**config.mk**
```make
export PLATFORM = sky130hd
export DESIGN_NAME = stopwatch_time_counter
export DESIGN_NICKNAME = d
export VERILOG_FILES = /design/src/rtl/stopwatch_pkg.sv /design/src/rtl/bcd_digit_counter.sv /design/src/rtl/stopwatch_time_counter.sv
export SDC_FILE = /design/constraint.sdc
export NUM_CORES = 1
export LEC_CHECK = 0
export CAP_MARGIN = 20
export CORE_MARGIN = 1.5
export CORE_UTILIZATION = 60
export DETAILED_ROUTE_END_ITERATION = 8
export DONT_BUFFER_PORTS = 1
export PLACE_DENSITY = 0.73
export SKIP_CTS_REPAIR_TIMING = 1
export SYNTH_ARGS = -nofsm -noshare
export SYNTH_HDL_FRONTEND = slang
export SYNTH_HIERARCHICAL = 1
export SYNTH_SLANG_ARGS = --single-unit
```
**constraint.sdc**
```tcl
create_clock -name clk -period 5.64 [get_ports clk]
set_input_delay 0.846 -clock clk [delete_from_list [all_inputs] [get_ports clk]]
set_output_delay 0.846 -clock clk [all_outputs]
set_load 0.05 [all_outputs]
```
**src/rtl/stopwatch_pkg.sv**
```systemverilog
// Shared stopwatch definitions: FSM state encoding, BCD digit limits and
// default clock/tick rates, also used by the segment display stage.
package stopwatch_pkg;

    typedef enum logic [1:0] {
        ST_IDLE  = 2'b00,
        ST_RUN   = 2'b01,
        ST_PAUSE = 2'b10
    } state_t;

    localparam logic [3:0] DIG_MAX_9 = 4'd9;
    localparam logic [3:0] DIG_MAX_5 = 4'd5;

    localparam int CLK_FREQ_HZ_DEFAULT = 50_000_000;
    localparam int TICK_HZ_DEFAULT     = 100;

    function automatic logic is_press(input logic cur, input logic prev);
        return cur & ~prev;
    endfunction

endpackage

```
**src/rtl/bcd_digit_counter.sv**
```systemverilog
// One BCD digit of the stopwatch cascade: counts 0..MAX on i_inc and
// raises o_carry combinationally in the cycle it rolls over.
module bcd_digit_counter
    import stopwatch_pkg::*;
#(
    parameter logic [3:0] MAX = DIG_MAX_9
) (
    input  logic       clk,
    input  logic       rst_n,
    input  logic       i_clr,
    input  logic       i_inc,
    output logic [3:0] digit,
    output logic       o_carry
);

    always_ff @(posedge clk or negedge rst_n) begin
        if (!rst_n) begin
            digit <= '0;
        end else if (i_clr) begin
            digit <= '0;
        end else if (i_inc) begin
            digit <= (digit == MAX) ? 4'd0 : digit + 4'd1;
        end
    end

    assign o_carry = i_inc & (digit == MAX);

endmodule

```
**src/rtl/stopwatch_time_counter.sv**
```systemverilog
// Stopwatch time base: prescaler to a 100 Hz tick, IDLE/RUN/PAUSE control FSM
// and a six-digit BCD cascade (MM:SS.cc). Optional lap hold: STOPWATCH_LAP_EN.
module stopwatch_time_counter
    import stopwatch_pkg::*;
#(
    parameter int CLK_FREQ_HZ = CLK_FREQ_HZ_DEFAULT,
    parameter int TICK_HZ     = TICK_HZ_DEFAULT,
    parameter int PRESCALE    = CLK_FREQ_HZ / TICK_HZ
) (
    input  logic       clk,
    input  logic       rst_n,
    input  logic       i_start_stop,
    input  logic       i_clear,
`ifdef STOPWATCH_LAP_EN
    input  logic       i_lap,
    output logic       o_lap_active,
`endif
    output logic [3:0] t_ms0,
    output logic [3:0] t_ms1,
    output logic [3:0] t_s0,
    output logic [3:0] t_s1,
    output logic [3:0] t_m0,
    output logic [3:0] t_m1,
    output logic       o_running,
    output logic       o_wrap
);

    localparam int              PW         = (PRESCALE > 1) ? $clog2(PRESCALE) : 1;
    localparam logic [PW-1:0]   PRESC_LAST = PW'(PRESCALE - 1);

    state_t          state_q;
    state_t          state_d;
    logic            ss_p0, ss_p1;
    logic            clr_p0, clr_p1;
    logic            ss_press, clr_press;
    logic            run, tick, idle_entry;
    logic [PW-1:0]   presc_q;
    logic            wrap_q;
    logic [3:0]      ms0_q, ms1_q, s0_q, s1_q, m0_q, m1_q;
    logic            c_ms0, c_ms1, c_s0, c_s1, c_m0, c_m1;
    logic [23:0]     live, shown;

    // Stage p0/p1: button registers; a press is the rising edge between them
    always_ff @(posedge clk or negedge rst_n) begin
        if (!rst_n) begin
            ss_p0  <= 1'b0;
            ss_p1  <= 1'b0;
            clr_p0 <= 1'b0;
            clr_p1 <= 1'b0;
        end else begin
            ss_p0  <= i_start_stop;
            ss_p1  <= ss_p0;
            clr_p0 <= i_clear;
            clr_p1 <= clr_p0;
        end
    end

    assign ss_press  = is_press(ss_p0, ss_p1);
    assign clr_press = is_press(clr_p0, clr_p1);

    always_ff @(posedge clk or negedge rst_n) begin
        if (!rst_n) begin
            state_q <= ST_IDLE;
        end else begin
            state_q <= state_d;
        end
    end

    // Clear beats start/stop when both presses land together in PAUSE
    always_comb begin
        state_d = state_q;
        case (state_q)
            ST_IDLE:  if (ss_press) state_d = ST_RUN;
            ST_RUN:   if (ss_press) state_d = ST_PAUSE;
            ST_PAUSE: begin
                if (clr_press)     state_d = ST_IDLE;
                else if (ss_press) state_d = ST_RUN;
            end
            default:  state_d = ST_IDLE;
        endcase
    end

    assign run        = (state_q == ST_RUN);
    assign tick       = run && (presc_q == PRESC_LAST);
    assign idle_entry = (state_q != ST_IDLE) && (state_d == ST_IDLE);
    assign o_running  = run;

    // Prescaler holds in PAUSE so a resumed run finishes the partial tick
    always_ff @(posedge clk or negedge rst_n) begin
        if (!rst_n) begin
            presc_q <= '0;
        end else if (idle_entry) begin
            presc_q <= '0;
        end else if (run) begin
            presc_q <= tick ? '0 : presc_q + PW'(1);
        end
    end

    bcd_digit_counter #(.MAX(DIG_MAX_9)) u_ms0 (.clk(clk), .rst_n(rst_n), .i_clr(idle_entry), .i_inc(tick),  .digit(ms0_q), .o_carry(c_ms0));
    bcd_digit_counter #(.MAX(DIG_MAX_9)) u_ms1 (.clk(clk), .rst_n(rst_n), .i_clr(idle_entry), .i_inc(c_ms0), .digit(ms1_q), .o_carry(c_ms1));
    bcd_digit_counter #(.MAX(DIG_MAX_9)) u_s0  (.clk(clk), .rst_n(rst_n), .i_clr(idle_entry), .i_inc(c_ms1), .digit(s0_q),  .o_carry(c_s0));
    bcd_digit_counter #(.MAX(DIG_MAX_5)) u_s1  (.clk(clk), .rst_n(rst_n), .i_clr(idle_entry), .i_inc(c_s0),  .digit(s1_q),  .o_carry(c_s1));
    bcd_digit_counter #(.MAX(DIG_MAX_9)) u_m0  (.clk(clk), .rst_n(rst_n), .i_clr(idle_entry), .i_inc(c_s1),  .digit(m0_q),  .o_carry(c_m0));
    bcd_digit_counter #(.MAX(DIG_MAX_5)) u_m1  (.clk(clk), .rst_n(rst_n), .i_clr(idle_entry), .i_inc(c_m0),  .digit(m1_q),  .o_carry(c_m1));

    // Carry out of the top digit is the 59:59.99 -> 00:00.00 rollover
    always_ff @(posedge clk or negedge rst_n) begin
        if (!rst_n) begin
            wrap_q <= 1'b0;
        end else begin
            wrap_q <= c_m1;
        end
    end

    assign o_wrap = wrap_q;
    assign live   = {m1_q, m0_q, s1_q, s0_q, ms1_q, ms0_q};

`ifdef STOPWATCH_LAP_EN
    logic        lap_p0, lap_p1, lap_press;
    logic        lap_q;
    logic [23:0] snap_q;

    assign lap_press = is_press(lap_p0, lap_p1);

    // Lap mode only lives in RUN; leaving RUN drops back to live digits
    always_ff @(posedge clk or negedge rst_n) begin
        if (!rst_n) begin
            lap_p0 <= 1'b0;
            lap_p1 <= 1'b0;
            lap_q  <= 1'b0;
            snap_q <= '0;
        end else begin
            lap_p0 <= i_lap;
            lap_p1 <= lap_p0;
            if (state_d != ST_RUN) begin
                lap_q <= 1'b0;
            end else if (lap_press && run) begin
                lap_q <= ~lap_q;
            end
            if (lap_press && run && !lap_q) begin
                snap_q <= live;
            end
        end
    end

    assign o_lap_active = lap_q;
    assign shown        = lap_q ? snap_q : live;
`else
    assign shown        = live;
`endif

    assign {t_m1, t_m0, t_s1, t_s0, t_ms1, t_ms0} = shown;

endmodule
```
==> results of run 1 <==
-- state kept, by name (all words and copies together), names as in the netlist, 2 cells and up --
name	flops
u_s1/digit	4
u_s0/digit	4
u_m0/digit	4
u_ms1/digit	4
presc_q	19
state_q	2
u_m1/digit	4
u_ms0/digit	4
-- layer usage --
| metal | wire [um] | up-vias |
|---|---|---|
| met5 | 0 | - |
| met4 | 62 | 0 |
| met3 | 261 | 7 |
| met2 | 2345 | 50 |
| met1 | 2562 | 1034 |
| li1 | - | 1082 |
-- cell type report --
class / instances / share of cell area, %
Inverter: 15 / 1.917
Timing Repair Buffer: 3 / 1.022
Sequential cell: 50 / 42.59
Multi-Input combinational cell: 221 / 48.51
Clock buffer: 6 / 2.470
Clock inverter: 2 / 1.278
Tap cell: 52 / 2.215
-- power by group through the flow --
stage | Combinational, uW | Clock, uW | Sequential [uW]
floorplan | 145 | 0 | 395
global placement | 164 | 0 | 403
detailed placement | 165 | 0 | 404
CTS | 165 | 253 | 397
global route | 188 | 267 | 401
finish | 170 | 248 | 397
-- placed cells by master (no fill, tap or decap), drive strengths merged, types with 9 or more instances in the layout --
master  count
a21oi      28
nand4       9
nor2       11
nand3b     18
nand3      18
o21ai      17
inv        15
dfrtp      50
ha         13
nand2      41
-- per-stage QoR --
stage	area, um^2	util (%)
finish	2938	66.55
global route	2938	66.55
CTS	2923	66.21
detailed placement	2813	63.72
global placement	2813	63.72
floorplan	2776	-
-- worst max path at each step --
stage                start             to  depth (start not counted)
4_1_cts        presc_q[10]  u_m1/digit[3]                         16
5_1_grt        presc_q[10]  u_m1/digit[3]                         16
3_3_place_gp   presc_q[10]  u_m1/digit[3]                         16
6_report       presc_q[10]  u_m1/digit[3]                         16
3_5_place_dp   presc_q[10]  u_m1/digit[3]                         16
2_1_floorplan  presc_q[10]  u_m1/digit[3]                         15
-- cell usage after synthesis, types with 2 or more instances --
library cell / number
nor2b_1: 2
ha_1: 13
a21oi_1: 22
nand2_2: 4
and4b_2: 4
o21ai_0: 16
nand2_1: 37
a31oi_1: 4
nand3b_1: 18
a21boi_0: 4
o311ai_1: 2
clkbuf_1: 6
a21oi_2: 6
or3_1: 7
dfrtp_1: 50
and4_1: 2
inv_1: 15
and4_2: 2
nand3_1: 18
a22o_1: 2
o311ai_0: 6
a211o_1: 4
or2_2: 3
nand4_1: 9
nand2b_1: 6
nor2_1: 11
a21o_1: 2
nor3_1: 3
a311oi_1: 2
-- kinds of logic (layout without fill, tap and decap cells) --
logic type               count (synthesis)  count (layout)  share of synthesized area [%]
AO/OA/AOI/OAI                           74              74                          17.85
XOR/XNOR                                 1               1                         0.3155
adder cells (fa/ha/maj)                 13              13                          5.859
buffers and inverters                   24              26                          3.695
flip-flops                              50              50                          45.07
AND/OR/NAND/NOR                        133             133                          27.22
-- worst max-delay path, delay by kind of cell (launching register included) --
kind,cells,cell delay [ps]
AOI/OAI and AO/OA,1,110
buffers and inverters,5,570
DFF,1,450
and+or+nand+nor,10,3610
==> results.sh, run 1 <==
export IMPL_p_leak_uw=0.001175
export IMPL_r2r_start="presc_q[10]"
export IMPL_max_cap_violations=0
export IMPL_antenna_cells=0
export IMPL_core_rowCount=24
export IMPL_max_freq_mhz=207.5
export IMPL_postRouteAntennaNets=0
export IMPL_core_um2=4414
export IMPL_min_path_type="in -> async"
export IMPL_grt_usage_pct=21.91
export IMPL_clock_skew_ps=6.630
export IMPL_worst_slew_pin_slew_ps=855.4
export IMPL_p_int_uw=554.8
export IMPL_syn_cell_area_um2=2776
export IMPL_fp_dieH_um=71.03
export IMPL_synth_nets=312
export IMPL_relSlewSlack_pct=42.63
export IMPL_wl_per_cell_um=14.99
export IMPL_antenna_found_initial=0
export IMPL_grt_busiest_layer="met2"
export IMPL_use_met2_pct=35.31
export IMPL_grt_first_pass_wirelength_um=9032
export IMPL_ys_warn_count=6
export IMPL_synthTopCellsByArea="dfrtp_1 45%, ha_1 5.9%, nand2_1 5.0%, nand3b_1 4.9%, a21oi_1 4.0%"
export IMPL_die_x_um=71.03
export IMPL_synthCells=295
export IMPL_clk_latency_ps=300
export IMPL_ys_seq_area_share_pct=45.07
export IMPL_via_per_inst=6.226
export IMPL_drc=0
export IMPL_gr_total_overflow=0
export IMPL_clkPwrFrac_pct=30.4
export IMPL_place_gp_congestion=0.8925
export IMPL_initial_core_util_pct=62.90
export IMPL_first_global_vias=2059
export IMPL_yosys_area_top_type_share_pct=45.07
export IMPL_place_ws_ps=899.0
export IMPL_reg2reg_setup_slack_ps=820
export IMPL_finalSetupTns_ps=0
export IMPL_swShare_pct=31.90
export IMPL_synth_cell_types=44
export IMPL_clk_transition_reported_paths_ps=90
export IMPL_reg2reg_to="u_m1/digit[3]"
export IMPL_io_pins=30
export IMPL_setup_viol=0
export IMPL_rsz0062_at_grt="false"
export IMPL_drt_iter0_drc=129
export IMPL_max_vdd_ir_drop_mv=0.2139
export IMPL_cts_sinks=50
export IMPL_dr_pass1_iters=4
export IMPL_switchingPower_uw=259.8
export IMPL_path_class="reg -> reg"
export IMPL_cts_tree="yes"
export IMPL_required_ps=5880
export IMPL_use_met1_pct=29.82
export IMPL_wirelength_um=5232
export IMPL_place_inst=340
export IMPL_place_hpwl_um=3463
export IMPL_final_layout_size_suffix_gt1_share_pct=11.11
export IMPL_cts_root_buf="clkbuf_8"
export IMPL_totalPowerFinal_uw=814.6
export IMPL_crit_path_cell_trace="or4b_1 -> or4_4 -> nor4_1 -> buf_4 -> inv_1 -> nor2_1 -> inv_1 -> nor2_1 -> inv_1 -> nor2_1 -> and4_2 -> inv_1 -> nor2_1 -> nand4_1 -> or3_1 -> a21oi_2"
export IMPL_fin_crit_sh_pct=85.43
export IMPL_cts_buffers=5
export IMPL_cpPeakStageDelay_ps=570
export IMPL_areaGrowthSynthToFinish_pct=5.814
export IMPL_synth_top_area_cell="dfrtp_1"
export IMPL_crit_path_end_kind="flop"
export IMPL_fp_dieArea_um2=5045
export IMPL_synth_ff_latch_count=50
export IMPL_ff2ff_path_depth=16
export IMPL_syn_avg_cell_area_um2=9.412
export IMPL_startpoint_type="flop"
export IMPL_vias=2173
export IMPL_stdcell_count=349
export IMPL_fin_nets=313
export IMPL_p_per_area_nw_per_um2=277.3
export IMPL_hold_viol=0
export IMPL_cp_slowest_cell="or4_4"
export IMPL_port_buffers=0
export IMPL_cp_arrival_ps=5050
export IMPL_worstPathMaxFanout=8
export IMPL_grt_max_degree=51
export IMPL_synthArstFlopShare_pct=100.0
export IMPL_seqPwrFrac_pct=48.7
export IMPL_drv_slew=0
export IMPL_ff_latch_area_um2=1251
export IMPL_htreeDepth=2
export IMPL_multiInputGateArea_um2=1425
export IMPL_synth_ff_type="dfrtp_1"
export IMPL_synth_edff_count=0
export IMPL_comb_power_share_pct=20.8
export IMPL_cts_buffer_depth=2
export IMPL_fin_hold_ws_ps=228.7
export IMPL_finalCriticalPeriod_ps=4818
export IMPL_use_met3_pct=5.556
export IMPL_fill_cells=362
export IMPL_fin_ws_ps=821.6
export IMPL_status="finished clean"
Note: power is estimated with default switching activity, not from simulation.
==> run 2: changes to the inputs <==
clock period = 6.05 ns   (was 5.64 ns; I/O delays follow)
==> run 2 against run 1 <==
Net effect: non-clock buffer count is 1 lower; global-route usage is 0.50 points higher; critical path depth is 1 lower; power is 6.5% lower; sequential share of layout area is 0.11 points higher; via count is 0.64% higher; critical path type unchanged; largest cell class unchanged.
==> results.sh, run 2 (synthesized netlist as in run 1, its figures left out) <==
export IMPL_drt_iter0_drc=108
export IMPL_final_cell_mix="50 x dfrtp_1, 37 x nand2_1, 22 x a21oi_1"
export IMPL_vias=2187
export IMPL_gr_total_overflow=0
export IMPL_final_layout_size_suffix_gt1_share_pct=10.81
export IMPL_htreeDepth=2
export IMPL_setup_viol=0
export IMPL_fin_ws_ps=881.0
export IMPL_grt_max_degree=51
export IMPL_totalPowerFinal_uw=761.9
export IMPL_cts_root_buf="clkbuf_8"
export IMPL_path_class="reg -> reg"
export IMPL_clock_skew_ps=5.023
export IMPL_areaGrowthSynthToFinish_pct=5.543
export IMPL_initial_core_util_pct=62.90
export IMPL_worst_slew_pin_slew_ps=855.2
export IMPL_place_hpwl_um=3575
export IMPL_p_int_uw=517.3
export IMPL_met2_length_um=2437
export IMPL_cts_tree="yes"
export IMPL_max_freq_mhz=193.5
export IMPL_antenna_cells=0
export IMPL_utilization_pct=66.38
export IMPL_postRouteAntennaNets=0
export IMPL_comb_power_share_pct=21.0
export IMPL_worstPathMaxFanout=8
export IMPL_p_per_area_nw_per_um2=260.0
export IMPL_fin_nets=312
export IMPL_cpPeakStageDelay_ps=710
export IMPL_hold_viol=0
export IMPL_cp_slowest_cell="nor4_1"
export IMPL_seqPwrFrac_pct=48.5
export IMPL_io_pins=30
export IMPL_wirelength_um=5247
export IMPL_highest_layer="met4"
export IMPL_min_path_type="in -> async"
export IMPL_crit_path_cell_trace="or4b_1 -> or4_4 -> nor4_1 -> inv_1 -> nor2_1 -> inv_1 -> nor2_1 -> inv_1 -> nor2_1 -> and4_2 -> inv_1 -> nor2_1 -> nand4_1 -> or3_1 -> a21oi_2"
export IMPL_clkPwrFrac_pct=30.4
export IMPL_core_rowCount=24
export IMPL_status="finished clean"
export IMPL_swShare_pct=32.11
export IMPL_cts_sinks=50
export IMPL_fp_dieH_um=71.03
export IMPL_cts_buffer_depth=2
export IMPL_drv_slew=0
export IMPL_finalCriticalPeriod_ps=5169
export IMPL_first_global_vias=2021
export IMPL_crit_path_end_kind="flop"
export IMPL_wl_met3_um=232
export IMPL_dr_pass1_iters=4
export IMPL_rsz0062_at_grt="false"
export IMPL_port_buffers=0
export IMPL_final_common_cell="dfrtp_1"
export IMPL_grt_first_pass_wirelength_um=9142
export IMPL_cts_buffers=5
export IMPL_stdcell_count=348
export IMPL_via_per_inst=6.284
export IMPL_wl_per_cell_um=15.08
export IMPL_cp_arrival_ps=5410
export IMPL_fill_cells=348
export IMPL_antenna_found_initial=0
export IMPL_place_gp_congestion=0.9036
export IMPL_max_vdd_ir_drop_mv=0.2144
export IMPL_fp_dieArea_um2=5045
export IMPL_largest_reg_flops=19
export IMPL_startpoint_type="flop"
export IMPL_place_ws_ps=901.2
export IMPL_p_leak_uw=0.001170
export IMPL_clk_latency_ps=300
export IMPL_grt_usage_pct=22.41
export IMPL_core_um2=4414
export IMPL_required_ps=6290
export IMPL_die_x_um=71.03
export IMPL_relSlewSlack_pct=42.65
export IMPL_max_cap_violations=0
export IMPL_drc=0
export IMPL_regMostFlops="presc_q"
export IMPL_place_inst=340
export IMPL_finalSetupTns_ps=0
export IMPL_switchingPower_uw=244.6
export IMPL_clk_transition_reported_paths_ps=90
export IMPL_wl_met1_um=2538
export IMPL_fin_crit_sh_pct=85.44
[run 2: area by class of cell]
cell class / count / area [um^2] / area share (%)
Sequential cell: 50 / 1251 / 42.70
Multi-Input combinational cell: 221 / 1425 / 48.63
Clock buffer: 6 / 72.57 / 2.477
Timing Repair Buffer: 2 / 22.52 / 0.7686
Tap cell: 52 / 65.06 / 2.220
Inverter: 15 / 56.30 / 1.921
Clock inverter: 2 / 37.54 / 1.281
[run 2: critical path: cells and delay by family, from the launching register on]
family | cells | cell delay [ps]
AOI/OAI and AO/OA | 1 | 110
DFF | 1 | 450
and+or+nand+nor | 10 | 4050
buffers and inverters | 4 | 490
[run 2: final timing paths]
| check | startpoint | end | slack [ps] | depth (start not counted) |
|---|---|---|---|---|
| max reg2reg | presc_q[10] | u_m1/digit[3] | 880 | 15 |
| min | rst_n | u_m1/digit[3] | 290 | 0 |
| min reg2reg | clr_p0 | clr_p1 | 380 | 0 |
| max in group asynchronous | rst_n | u_ms1/digit[1] | 5670 | 0 |
| min in group clk | clr_p0 | clr_p1 | 380 | 0 |
| max | presc_q[10] | u_m1/digit[3] | 880 | 15 |
[run 2: metrics by stage]
stage | hold WS (ps) | cell area, um^2
2_1_floorplan | 346.5 | 2776
3_3_place_gp | 355.5 | 2805
3_5_place_dp | 366.1 | 2820
4_1_cts | 274.8 | 2930
5_1_grt | 265.8 | 2930
6_report | 290.0 | 2930
[run 2: layer usage]
metal | GRT usage [%] | vias to the layer above
met3 | 6.553 | 5
met1 | 29.07 | 1060
met4 | 5.241 | 0
met2 | 37.38 | 37
met5 | 0 | -
li1 | - | 1085
[run 2: power groups by stage]
stage | Clock, uW | Combinational (uW) | Sequential [uW]
2_1_floorplan | 0 | 136 | 368
4_1_cts | 241 | 161 | 370
5_1_grt | 251 | 180 | 372
3_5_place_dp | 0 | 160 | 376
3_3_place_gp | 0 | 153 | 376
6_report | 232 | 160 | 370
